===== config.mk =====
export PLATFORM = sky130hd
export DESIGN_NAME = wb_write_arbiter
export DESIGN_NICKNAME = d
export VERILOG_FILES = /design/src/rtl/wb_write_arbiter.sv
export SDC_FILE = /design/constraint.sdc
export NUM_CORES = 1
export LEC_CHECK = 0
export ABC_AREA = 1
export BUFFER_PORTS_ARGS = -buffer_cell sky130_fd_sc_hd__buf_2
export CAP_MARGIN = 20
export CORE_MARGIN = 5
export CORE_UTILIZATION = 62
export DETAILED_ROUTE_END_ITERATION = 6
export GPL_TIMING_DRIVEN = 1
export PLACE_DENSITY = 0.95
export REMOVE_ABC_BUFFERS = 1
export SYNTH_ARGS = -nofsm -noshare
export SYNTH_HDL_FRONTEND = slang
export SYNTH_SLANG_ARGS = --single-unit

===== constraint.sdc =====
create_clock -name clk -period 7.7 [get_ports clk]
set_input_delay 2.31 -clock clk [delete_from_list [all_inputs] [get_ports clk]]
set_output_delay 2.31 -clock clk [all_outputs]
set_load 0.05 [all_outputs]

===== src/rtl/wb_write_arbiter.sv =====
// Writeback arbiter: ALU results take the register-file write port, load returns queue and drain into idle slots.
// Optional macro WB_LOAD_BYPASS_EN lets a load that meets an empty FIFO and an idle port skip the queue.
module wb_write_arbiter #(
  parameter int DEPTH = 4
) (
  input  logic        clk,
  input  logic        rst_n,
  input  logic        alu_valid,
  input  logic [4:0]  alu_reg,
  input  logic [31:0] alu_data,
  input  logic        ld_valid,
  output logic        ld_ready,
  input  logic [4:0]  ld_reg,
  input  logic [31:0] ld_data,
  output logic        reg_write,
  output logic [4:0]  write_reg,
  output logic [31:0] write_data,
  input  logic [4:0]  query_reg,
  output logic        query_pending
);

  localparam int PTR_W = $clog2(DEPTH);
  localparam int CNT_W = PTR_W + 1;
  localparam logic [CNT_W-1:0] DEPTH_C = CNT_W'(DEPTH);

  logic [4:0]       q_reg  [DEPTH];
  logic [31:0]      q_data [DEPTH];
  logic [DEPTH-1:0] q_live;
  logic [PTR_W-1:0] head, tail;
  logic [CNT_W-1:0] count;

  logic alu_wr, ld_acc, bypass, enq, pop, head_wr;

  assign alu_wr   = alu_valid && (alu_reg != 5'd0);
  assign ld_ready = rst_n && (count < DEPTH_C);
  assign ld_acc   = ld_valid && ld_ready;
  assign pop      = !alu_wr && (count != '0);
`ifdef WB_LOAD_BYPASS_EN
  assign bypass   = ld_acc && (count == '0) && !alu_wr;
`else
  assign bypass   = 1'b0;
`endif
  assign enq      = ld_acc && !bypass;
  assign head_wr  = q_live[head] && (q_reg[head] != 5'd0);

  always_comb begin
    query_pending = 1'b0;
    for (int i = 0; i < DEPTH; i++) begin
      if (q_live[i] && (q_reg[i] == query_reg) && (query_reg != 5'd0))
        query_pending = 1'b1;
    end
  end

  // Stage p0: write-slot selection
  logic        wr_en_p0;
  logic [4:0]  wr_reg_p0;
  logic [31:0] wr_data_p0;

  always_comb begin
    wr_en_p0   = 1'b0;
    wr_reg_p0  = write_reg;
    wr_data_p0 = write_data;
    if (alu_wr) begin
      wr_en_p0   = 1'b1;
      wr_reg_p0  = alu_reg;
      wr_data_p0 = alu_data;
    end else if (pop) begin
      wr_en_p0   = head_wr;
      wr_reg_p0  = q_reg[head];
      wr_data_p0 = q_data[head];
    end else if (bypass) begin
      wr_en_p0   = (ld_reg != 5'd0);
      wr_reg_p0  = ld_reg;
      wr_data_p0 = ld_data;
    end
  end

  // Queue control; an ALU write kills older queued loads to the same register
  always_ff @(posedge clk or negedge rst_n) begin
    if (!rst_n) begin
      head   <= '0;
      tail   <= '0;
      count  <= '0;
      q_live <= '0;
    end else begin
      for (int i = 0; i < DEPTH; i++) begin
        if (alu_wr && (q_reg[i] == alu_reg))
          q_live[i] <= 1'b0;
      end
      if (pop) begin
        q_live[head] <= 1'b0;
        head         <= head + 1'b1;
      end
      if (enq) begin
        q_live[tail] <= !(alu_wr && (ld_reg == alu_reg));
        tail         <= tail + 1'b1;
      end
      case ({enq, pop})
        2'b10:   count <= count + 1'b1;
        2'b01:   count <= count - 1'b1;
        default: count <= count;
      endcase
    end
  end

  always_ff @(posedge clk) begin
    if (enq) begin
      q_reg[tail]  <= ld_reg;
      q_data[tail] <= ld_data;
    end
  end

  // Stage p1: registered write port
  always_ff @(posedge clk or negedge rst_n) begin
    if (!rst_n) begin
      reg_write  <= 1'b0;
      write_reg  <= 5'd0;
      write_data <= 32'd0;
    end else begin
      reg_write  <= wr_en_p0;
      write_reg  <= wr_reg_p0;
      write_data <= wr_data_p0;
    end
  end

endmodule


==> results of run 1 <==
==> cell usage in the layout, fill, tap and decap left out, drive strengths merged <==
master,synthesis,routed
fa,1,1
o211ai,6,6
bufinv,0,3
buf,34,131
inv,52,57
ha,9,9
nand2,268,268
clkbuf,9,17
dfrtp,49,49
a21oi,13,13
xor2,15,15
nand3,62,62
or2,1,1
o22ai,22,22
clkinvlp,0,1
clkinv,0,6
nor2,86,86
xnor2,4,4
nor3,2,2
edfxtp,148,148
nand4,4,4
o21ai,69,69
==> Yosys cell counts, drive strengths merged <==
| library cell | count | share of area [%] |
|---|---|---|
| xnor2 | 4 | 0.39 |
| nor2 | 86 | 3.7 |
| nand4 | 4 | 0.28 |
| edfxtp | 148 | 49 |
| ha | 9 | 1.2 |
| nor3 | 2 | 0.24 |
| o22ai | 22 | 1.5 |
| or2 | 1 | 0.069 |
| o211ai | 6 | 0.50 |
| clkbuf | 9 | 0.39 |
| inv | 52 | 2.2 |
| nand2 | 268 | 12 |
| fa | 1 | 0.22 |
| buf | 34 | 3.2 |
| a21oi | 13 | 0.72 |
| nand3 | 62 | 5.0 |
| o21ai | 69 | 4.0 |
| dfrtp | 49 | 14 |
| xor2 | 15 | 1.5 |
==> power groups by stage <==
| stage | Sequential, mW | Clock (mW) | Combinational, mW |
|---|---|---|---|
| final | 1.43 | 0.921 | 1.41 |
| after global routing | 1.44 | 0.966 | 1.54 |
| after CTS | 1.42 | 0.930 | 1.41 |
| after detailed placement | 1.44 | 0 | 1.40 |
| after global placement | 1.44 | 0 | 1.35 |
| after floorplan | 1.80 | 0 | 0.624 |
==> through the flow <==
stage	hold slack [ns]	util [%]
after floorplan	0.520	-
after global placement	0.459	66.9
after detailed placement	0.470	66.9
after CTS	0.491	71.2
after global routing	0.501	71.2
final	0.491	71.2
==> per-layer routing <==
| layer | wire length, um | global-route usage [%] | up-vias |
|---|---|---|---|
| met5 | 13 | 0 | - |
| met4 | 595 | 10.6 | 2 |
| met3 | 1420 | 5.20 | 55 |
| met2 | 11000 | 44.0 | 311 |
| met1 | 8610 | 32.7 | 3212 |
| li1 | - | - | 3076 |
==> final cells by class <==
| cell class | count | area [um^2] | share of cell area [%] |
|---|---|---|---|
| Clock buffer | 17 | 425 | 4.14 |
| Clock inverter | 15 | 194 | 1.89 |
| Inverter | 52 | 203 | 1.97 |
| Multi-Input combinational cell | 562 | 2860 | 27.9 |
| Sequential cell | 197 | 5670 | 55.2 |
| Tap cell | 184 | 230 | 2.24 |
| Timing Repair Buffer | 131 | 678 | 6.61 |
==> kinds of logic (layout without fill, tap and decap cells) <==
family | count (synthesis) | after routing | synth area share (%)
simple gates | 423 | 423 | 21.3
compound gates | 110 | 110 | 6.78
flops | 197 | 197 | 62.8
fa+ha+maj | 10 | 10 | 1.47
xor+xnor | 19 | 19 | 1.84
buf+inv | 95 | 215 | 5.79
==> how the worst max path moves through the flow <==
stage	startpoint	end	slack, ns	depth (start not counted)
floorplan	query_reg[4]	query_pending	2.02	8
global placement	query_reg[4]	query_pending	2.08	10
detailed placement	query_reg[4]	query_pending	2.08	10
CTS	query_reg[4]	query_pending	2.09	10
global route	query_reg[4]	query_pending	1.88	10
finish	query_reg[4]	query_pending	2.08	9
==> worst register-to-register path: stages, from the launching register on <==
cell	delay [ns]
dfrtp_1	0.43
nor2_1	0.14
nand2_1	0.38
nor2_4	0.72
buf_4	0.44
==> metrics.log, run 1 <==
[metrics] run status: complete, no violations
[metrics] r2r startpoint: count[2]$_DFFE_PN0P_
[metrics] synthesized flop and latch total: 197
[metrics] leakage power total: 4.39 nW
[metrics] buffers inserted by post-CTS timing repair: 0
[metrics] number of max-slew violations in the final report: 0
[metrics] TritonCTS Buffers: 17
[metrics] cells after synthesis: 854
[metrics] drt drc: 0
[metrics] largest driver fanout on the critical path: 6
[metrics] WHS Endpoint: write_data[19]$_DFFE_PN0P_
[metrics] number of standard cells in the final layout excluding fillers: 1158
[metrics] number of instances in the placed design: 1126
[metrics] cell chain of the critical path: buf_2, inv_1, nor2_1, nor2_1, nand3_1, nand2_1, nor2_1, nor2_1, buf_2
[metrics] library cell contributing the largest single delay on the critical path: buf_2
[metrics] clock tree from TritonCTS: built
[metrics] critical path launch point type: input port
[metrics] number of buffer cells added on primary ports: between 100 and 150
[metrics] share of final-layout standard cells stronger than drive strength 1: around 24%
[metrics] max FFs per register: 128
[metrics] kind of capture point of the worst setup path: primary output
[metrics] overall global routing resource usage: 25.8%
[metrics] clock share of power: between 20 and 25%
[metrics] routed len/inst: 18.6 um
[metrics] Clock Skews: 0.00734 ns
[metrics] initial drt markers: 620
[metrics] fin area: approximately 0.010 mm^2
[metrics] cell at the root of the clock tree: clkbuf_16
[metrics] total wire length: roughly 22 mm
[metrics] I/O pins: between 100 and 150
[metrics] worst path bufs/invs: 3
[metrics] clock latency on the worst-skew pair: approximately 0.43 ns
[metrics] worst-case headroom to the max-slew limit: 46.1%
[metrics] n_diodes: 0
[metrics] CTS H-tree lvls: 4
[metrics] number of fill cells: 980
[metrics] highest attainable clock frequency: 178 MHz
[metrics] library cell appearing most often on the critical path: nor2_1
[metrics] post-route ant nets: 0
[metrics] grt total ovfl: 0
[metrics] class of the most critical hold timing path: reg -> reg
[metrics] netlist area before placement: roughly 0.0090 mm^2
[metrics] clk sink count: around 200
[metrics] setup repair after global routing missed its margin: no
[metrics] die span in y: 131 um
[metrics] Mapped Avg Cell Area: 10.6 um^2
[metrics] Synth cell types: 33
[metrics] Sum Neg Setup Slack: 0 ns
[metrics] cells resized by post-CTS repair: 0
[metrics] Avg Vias per Cell: 5.75
[metrics] effective utilization at floorplan: 62.6%
[metrics] final worst path period need: 5.62 ns
[metrics] biggest cell delay along the critical path: approximately 0.26 ns
[metrics] worst setup path category: in -> out
[metrics] max-capacitance violation count: 0
[metrics] weighted congestion reported at the end of routability-driven placement: 0.862
[metrics] Data arrival, critical path: 3.31 ns
[metrics] fin worst setup slack: 2.08 ns
[metrics] switching power: 1.55 mW
[metrics] Worst Reg-to-Reg Cells: 4
[metrics] final worst-path cycle share: ~73%
[metrics] wire length of the first global-routing pass: 33.3 mm
[metrics] std cell rows: 44
[metrics] placeable core region: roughly 0.014 mm^2
[metrics] via count of the first global-routing pass: 6634
[metrics] first-pass iteration count of the detailed router: 6
[metrics] die width: 131 um
[metrics] Total Die Area: 0.0171 mm^2
[metrics] CTS max path bufs: 2
[metrics] register-to-register setup slack: 5.25 ns
[metrics] end of the worst register-to-register path: q_data[0][3]$_DFFE_PP_
[metrics] area grow syn2layout: 13.7%
[metrics] net count of the finished layout: 1054
[metrics] CP Data Required Time: 5.39 ns
[metrics] power density over cell area: 366 mW/mm^2
[metrics] cell type group with the largest total delay on the critical path: buffers and inverters
[metrics] number of hold violations in the final report: 0
[metrics] largest net degree at the start of global routing: 80
[metrics] clock slew at the register clock pins of the worst setup and hold paths: 0.07 ns
[metrics] setup slack at placement: 2.08 ns
[metrics] share of power burned in combinational logic: 37.6%
[metrics] cell internal pwr: roughly 2.2 mW
[metrics] placement-stage cell area: 0.00965 mm^2
[metrics] slew of the pin with the lowest slew margin: 0.808 ns
[metrics] Warnings, synthesis: 0
[metrics] antenna violations before repair: 1
[metrics] proportion of power drawn by flip-flops and latches: 37.9%
[metrics] launch instance of the worst min-delay path: write_data[19]$_DFFE_PN0P_
[metrics] sequential fraction of the synthesis area: 62.8%
[metrics] cell depth of the worst hold path: 2
[metrics] post-detail-place hpwl: 13.1 mm
[metrics] Overall Power: roughly 3.8 mW
[metrics] net switching share of the total power: 41.3%
[metrics] Final Setup Violations: 0
[metrics] total vias in the final route: 6656
[metrics] maximum ir drop on the vdd rail: 0.233 mV
[metrics] # hold bufs at CTS: 0
No activity file was read; power rests on OpenSTA's default activity.
==> inputs of run 2 (changes only) <==
Settings changed: CORE_UTILIZATION 62 to 58, PLACE_DENSITY 0.95 to 0.9.
Clock period 7.7 ns to 5.8 ns, I/O delays scaled along.
==> run 2 against run 1 <==
  * Clock power up 24%
  * Global-route usage down 2.8 points
  * Setup slack worse by 0.74 ns
  * Worst hold slack worse by 0.0097 ns
  * Non-clock buffer count down 1
  * Via count down 2.0%
  * Final cell count up 2.2%
  * Largest power group unchanged
  * Utilization down 4.0 points
  * Flip-flop and latch count unchanged
  * First-iteration DRC count up 2.1%
  * Critical path depth up 1
  * Combinational power up 28%
  * Highest routed layer unchanged
==> metrics.log, run 2 (same netlist as run 1, synthesis figures left out) <==
[metrics] run status: complete, no violations
[metrics] std cell rows: 45
[metrics] grt total ovfl: 0
[metrics] Avg Vias per Cell: roughly 5.5
[metrics] # hold bufs at CTS: 0
[metrics] clock slew at the register clock pins of the worst setup and hold paths: about 0.06 ns
[metrics] die width: 135 um
[metrics] fin area: roughly 0.01 mm^2
[metrics] overall global routing resource usage: a little under a quarter
[metrics] final worst-path cycle share: between 70% and 80%
[metrics] Overall Power: about 5 mW
[metrics] total vias in the final route: about 6500
[metrics] CTS H-tree lvls: 4
[metrics] placeable core region: 0.0153 mm^2
[metrics] wire length of the first global-routing pass: 32.3 mm
[metrics] via count of the first global-routing pass: 6483
[metrics] cells resized by post-CTS repair: 0
[metrics] wl on met1: 8.07 mm
[metrics] critical path launch point type: input port
[metrics] commonest non-fill, non-tap cells in the layout: 241 x nand2_1, 148 x edfxtp_1, 122 x buf_2, 80 x nor2_1, 63 x o21ai_0
[metrics] topmost layer with routed signal wires: met5
[metrics] setup repair after global routing missed its margin: no
[metrics] Total Die Area: 0.0182 mm^2
[metrics] slew of the pin with the lowest slew margin: 0.865 ns
[metrics] share of final-layout standard cells stronger than drive strength 1: between 20% and 30%
[metrics] placement-stage cell area: 0.00967 mm^2
[metrics] drt drc: 0
[metrics] initial drt markers: 633
[metrics] post-route ant nets: 0
[metrics] area grow syn2layout: 13.5%
[metrics] number of max-slew violations in the final report: 0
[metrics] max-capacitance violation count: 0
[metrics] TritonCTS Buffers: 17
[metrics] buffers inserted by post-CTS timing repair: 0
[metrics] I/O pins: 123
[metrics] number of hold violations in the final report: 0
[metrics] number of fill cells: 1110
[metrics] routed wl met3: 1.53 mm
[metrics] leakage power total: 4.36 nW
[metrics] power density over cell area: 476 mW/mm^2
[metrics] routed len/inst: around 17 um
[metrics] cell at the root of the clock tree: clkbuf_16
[metrics] clk sink count: 197
[metrics] max FFs per register: 128
[metrics] largest net degree at the start of global routing: 80
[metrics] CP Data Required Time: 4.06 ns
[metrics] number of standard cells in the final layout excluding fillers: 1184
[metrics] class of the most critical hold timing path: reg -> reg
[metrics] final worst path period need: 4.46 ns
[metrics] maximum ir drop on the vdd rail: 0.346 mV
[metrics] number of instances in the placed design: 1152
[metrics] Final Setup Violations: 0
[metrics] net count of the finished layout: around 1100
[metrics] number of buffer cells added on primary ports: 122
[metrics] n_diodes: 0
[metrics] combined area of the multi-input logic cells: 0.00286 mm^2
[metrics] antenna violations before repair: 2
[metrics] Data arrival, critical path: 2.72 ns
[metrics] Sum Neg Setup Slack: 0 ns
[metrics] area taken by flip-flops and latches: 0.00567 mm^2
[metrics] clock tree from TritonCTS: built
[metrics] first-pass iteration count of the detailed router: 7
[metrics] worst setup path category: in -> out
[metrics] clock latency on the worst-skew pair: 0.43 ns
[metrics] largest driver fanout on the critical path: 6
[metrics] highest attainable clock frequency: 224 MHz
[metrics] wire length on met2: 10.4 mm
[metrics] worst-case headroom to the max-slew limit: 42.3%
[metrics] weighted congestion reported at the end of routability-driven placement: 0.877
[metrics] kind of capture point of the worst setup path: primary output
[metrics] Clock Skews: 0.00786 ns
[metrics] most common library cell in the layout ignoring fill and taps: nand2_1
[metrics] final-layout worst hold slack: 0.481 ns
[metrics] total wire length: 20.5 mm
[metrics] CTS max path bufs: 2
[metrics] die span in y: 135 um
[metrics] effective utilization at floorplan: 59.2%
[metrics] post-detail-place hpwl: 12.6 mm
[run 2: cell types whose count changed in the layout (fill, tap and decap cells not counted), sizes merged]
cell	previous run	this run
clkbuf	17	22
inv	57	52
clkinvlp	1	2
bufinv	3	2
buf	131	130
[run 2: routing by layer]
layer | up-vias | track usage (%)
li1 | 3075 | -
met1 | 3134 | 28.9
met2 | 262 | 39.3
met3 | 46 | 5.14
met4 | 4 | 8.82
met5 | - | 0
[run 2: final timing paths]
| check | startpoint | endpoint | slack, ns | depth (start not counted) |
|---|---|---|---|---|
| worst max-delay path | query_reg[3] | query_pending | 1.34 | 10 |
| worst min-delay path | write_data[4]$_DFFE_PN0P_ | write_data[4]$_DFFE_PN0P_ | 0.48 | 2 |
| worst max register to register | count[2]$_DFFE_PN0P_ | q_data[1][10]$_DFFE_PP_ | 3.34 | 4 |
| worst min register to register | write_data[4]$_DFFE_PN0P_ | write_data[4]$_DFFE_PN0P_ | 0.48 | 2 |
| max in group asynchronous | rst_n | head[1]$_DFFE_PN0N_ | 3.79 | 2 |
| min in group asynchronous | rst_n | write_reg[1]$_DFFE_PN0P_ | 1.49 | 2 |
[run 2: cell type report]
type                       instances  area share [%]
clock inverter                    10            1.05
clock buffer                      22            4.53
sequential                       197            55.4
timing repair buffer             130            6.55
multi-input combinational        562            28.0
inverter                          52            1.98
tap                              211            2.58
[run 2: where the power goes]
| part | switching, mW | internal [mW] |
|---|---|---|
| combinational | 1.32 | 0.476 |
| sequential | 0.174 | 1.76 |
| clock | 0.484 | 0.654 |
| total | 1.98 | 2.89 |
[run 2: critical path, stage by stage]
cell and delay [ns]:
buf_2 0.14, inv_1 0.10, nand2_1 0.07, nand2_1 0.05, nor2_1 0.12, nand3_1 0.08
nand2_1 0.06, nor2_1 0.04, nor2_1 0.06, buf_2 0.26
[run 2: through the flow]
stage	worst slack (ns)	utilization, %
global placement	1.37	63.4
CTS	1.34	67.2
finish	1.34	67.2
global route	1.14	67.2
detailed placement	1.35	63.4
floorplan	0.815	-
==> inputs of run 3 (changes only) <==
Clock period 5.8 ns to 4.38 ns, I/O delays scaled along.
==> run 3 against run 2 <==
  * First-iteration DRC count up 5.5%
  * Routed wire length up 1.4%
  * Die area unchanged
  * Total power up 33%
  * Via count up 1.4%
  * Flip-flop and latch count unchanged
  * Cell area up 0.34%
  * Largest power group unchanged
  * Critical endpoint unchanged
  * Non-clock buffer count up 1
  * Sequential power up 32%
  * Register-to-register slack worse by 1.5 ns
  * Combinational power up 33%
  * Sequential share of layout area down 0.19 points
==> metrics.log, run 3 (same netlist as run 1, synthesis figures left out) <==
[metrics] run status: complete, no violations
[metrics] cell internal pwr: 3.86 mW
[metrics] TritonCTS Buffers: 17
[metrics] leakage power total: around 4.4 nW
[metrics] cell type group with the largest total delay on the critical path: buffers and inverters
[metrics] highest attainable clock frequency: 279 MHz
[metrics] switching power: 2.63 mW
[metrics] placement-stage cell area: 0.00971 mm^2
[metrics] # hold bufs at CTS: 0
[metrics] die width: 135 um
[metrics] drt drc: 0
[metrics] fin worst setup slack: 0.795 ns
[metrics] die span in y: 135 um
[metrics] Clock Skews: about 0.019 ns
[metrics] worst path bufs/invs: 3
[metrics] net switching share of the total power: 40.6%
[metrics] power density over cell area: between 600 and 700 mW/mm^2
[metrics] largest driver fanout on the critical path: 6
[metrics] overall global routing resource usage: 23.7%
[metrics] setup repair after global routing missed its margin: no
[metrics] final worst path period need: 3.59 ns
[metrics] final worst-path cycle share: 81.9%
[metrics] cells resized by post-CTS repair: 0
[metrics] total vias in the final route: 6612
[metrics] placeable core region: ~0.015 mm^2
[metrics] library cell contributing the largest single delay on the critical path: buf_2
[metrics] combined area of the multi-input logic cells: 0.00286 mm^2
[metrics] CTS H-tree lvls: 4
[metrics] setup slack at placement: 0.791 ns
[metrics] area grow syn2layout: 13.9%
[metrics] Worst path depth: 10
[metrics] first-pass iteration count of the detailed router: 5
[metrics] share of final-layout standard cells stronger than drive strength 1: 23.8%
[metrics] buffers inserted by post-CTS timing repair: 0
[metrics] routed len/inst: 17.5 um
[metrics] final-layout worst hold slack: 0.481 ns
[metrics] clk sink count: 197
[metrics] number of max-slew violations in the final report: 0
[metrics] wire length of the first global-routing pass: 33.3 mm
[metrics] post-route ant nets: 0
[metrics] worst setup path category: in -> out
[metrics] area taken by flip-flops and latches: between 0.005 and 0.006 mm^2
[metrics] cell chain of the critical path: buf_2, inv_1, nand2_1, nand2_1, nor2_1, nand3_1, nand2_1, nor2_1, nor2_1, buf_2
[metrics] clock latency on the worst-skew pair: 0.43 ns
[metrics] clock slew at the register clock pins of the worst setup and hold paths: 0.07 ns
[metrics] post-detail-place hpwl: 12.6 mm
[metrics] grt total ovfl: 0
[metrics] largest net degree at the start of global routing: 80
[metrics] class of the most critical hold timing path: reg -> reg
[metrics] net count of the finished layout: 1054
[metrics] clock share of power: a little under a quarter
[metrics] share of power burned in combinational logic: between 30 and 40%
[metrics] std cell rows: 45
[metrics] cell depth of the worst hold path: 2
[metrics] fin area: between 0.01 and 0.015 mm^2
[metrics] initial drt markers: 668
[metrics] commonest non-fill, non-tap cells in the layout: 241 x nand2_1, 148 x edfxtp_1, 122 x buf_2, 80 x nor2_1, 63 x o21ai_0
[metrics] worst-case headroom to the max-slew limit: 41.5%
[metrics] CP Data Required Time: 3.07 ns
[metrics] I/O pins: 123
[metrics] Worst Reg-to-Reg Cells: 9
[metrics] cell at the root of the clock tree: clkbuf_16
[metrics] slew of the pin with the lowest slew margin: 0.878 ns
[metrics] Total Die Area: 0.0182 mm^2
[metrics] critical path launch point type: input port
[metrics] CTS max path bufs: 2
[metrics] biggest cell delay along the critical path: 0.26 ns
[metrics] number of buffer cells added on primary ports: ~120
[metrics] max-capacitance violation count: 0
[metrics] effective utilization at floorplan: 59.2%
[metrics] max FFs per register: 128
[metrics] Util after Layout: 67.4%
[metrics] Overall Power: 6.49 mW
[metrics] number of hold violations in the final report: 0
[metrics] Data arrival, critical path: 2.27 ns
[metrics] antenna violations before repair: 4
[metrics] most common library cell in the layout ignoring fill and taps: nand2_1
[metrics] proportion of power drawn by flip-flops and latches: 39.6%
[metrics] weighted congestion reported at the end of routability-driven placement: ~0.87
[metrics] number of fill cells: approximately 1100
[metrics] maximum ir drop on the vdd rail: roughly 0.46 mV
[metrics] total wire length: 20.8 mm
[metrics] via count of the first global-routing pass: between 6000 and 7000
[metrics] Final Setup Violations: 0
[metrics] Avg Vias per Cell: 5.58
[metrics] kind of capture point of the worst setup path: primary output
[metrics] clock tree from TritonCTS: built
[run 3: layer usage]
layer / up-vias / GRT usage, % / share of wire (%)
met3: 44 / 6.52 / 8.5
met2: 328 / 37.6 / 49
li1: 3079 / - / -
met4: 6 / 11.3 / 2.4
met5: - / 0 / 0.14
met1: 3155 / 30.5 / 40
[run 3: worst reg2reg max path: stages (launching register included)]
cell and delay, ns:
dfrtp_2 0.94, inv_1 0.57, buf_4 0.40, nand3_1 0.13
nand2_1 0.09, nand2_1 0.08, inv_1 0.05, nand2_1 0.09
nand2_1 0.06, nand2_1 0.06
[run 3: final timing paths]
kind	start	endpoint	slack [ns]
setup / recovery	query_reg[3]	query_pending	0.79
hold / removal	write_data[19]$_DFFE_PN0P_	write_data[19]$_DFFE_PN0P_	0.48
setup reg to reg	head[1]$_DFFE_PN0N_	reg_write$_DFF_PN0_	1.83
hold reg to reg	write_data[19]$_DFFE_PN0P_	write_data[19]$_DFFE_PN0P_	0.48
max in group asynchronous	rst_n	head[0]$_DFFE_PN0N_	2.82
min in group asynchronous	rst_n	write_reg[4]$_DFFE_PN0P_	1.02
[run 3: power by group through the flow]
stage | logic (mW) | clock network, mW | registers (mW)
after floorplan | 1.10 | 0 | 3.16
after global placement | 2.32 | 0 | 2.59
after detailed placement | 2.39 | 0 | 2.60
after CTS | 2.41 | 1.54 | 2.57
after global routing | 2.63 | 1.61 | 2.61
final | 2.40 | 1.52 | 2.57
[run 3: layout make-up]
| cell class | count | share of cell area, % |
|---|---|---|
| timing repair buffer | 131 | 6.84 |
| antenna | 2 | 0.0487 |
| multi-input combinational | 562 | 27.9 |
| clock inverter | 12 | 1.33 |
| clock buffer | 19 | 4.21 |
| tap | 211 | 2.57 |
| sequential | 197 | 55.2 |
| inverter | 52 | 1.97 |
[run 3: per-stage QoR]
step	instances	TNS, ns
global placement	1153	0
global route	1185	0
detailed placement	1153	0
finish	1186	0
CTS	1184	0
floorplan	811	-26.69
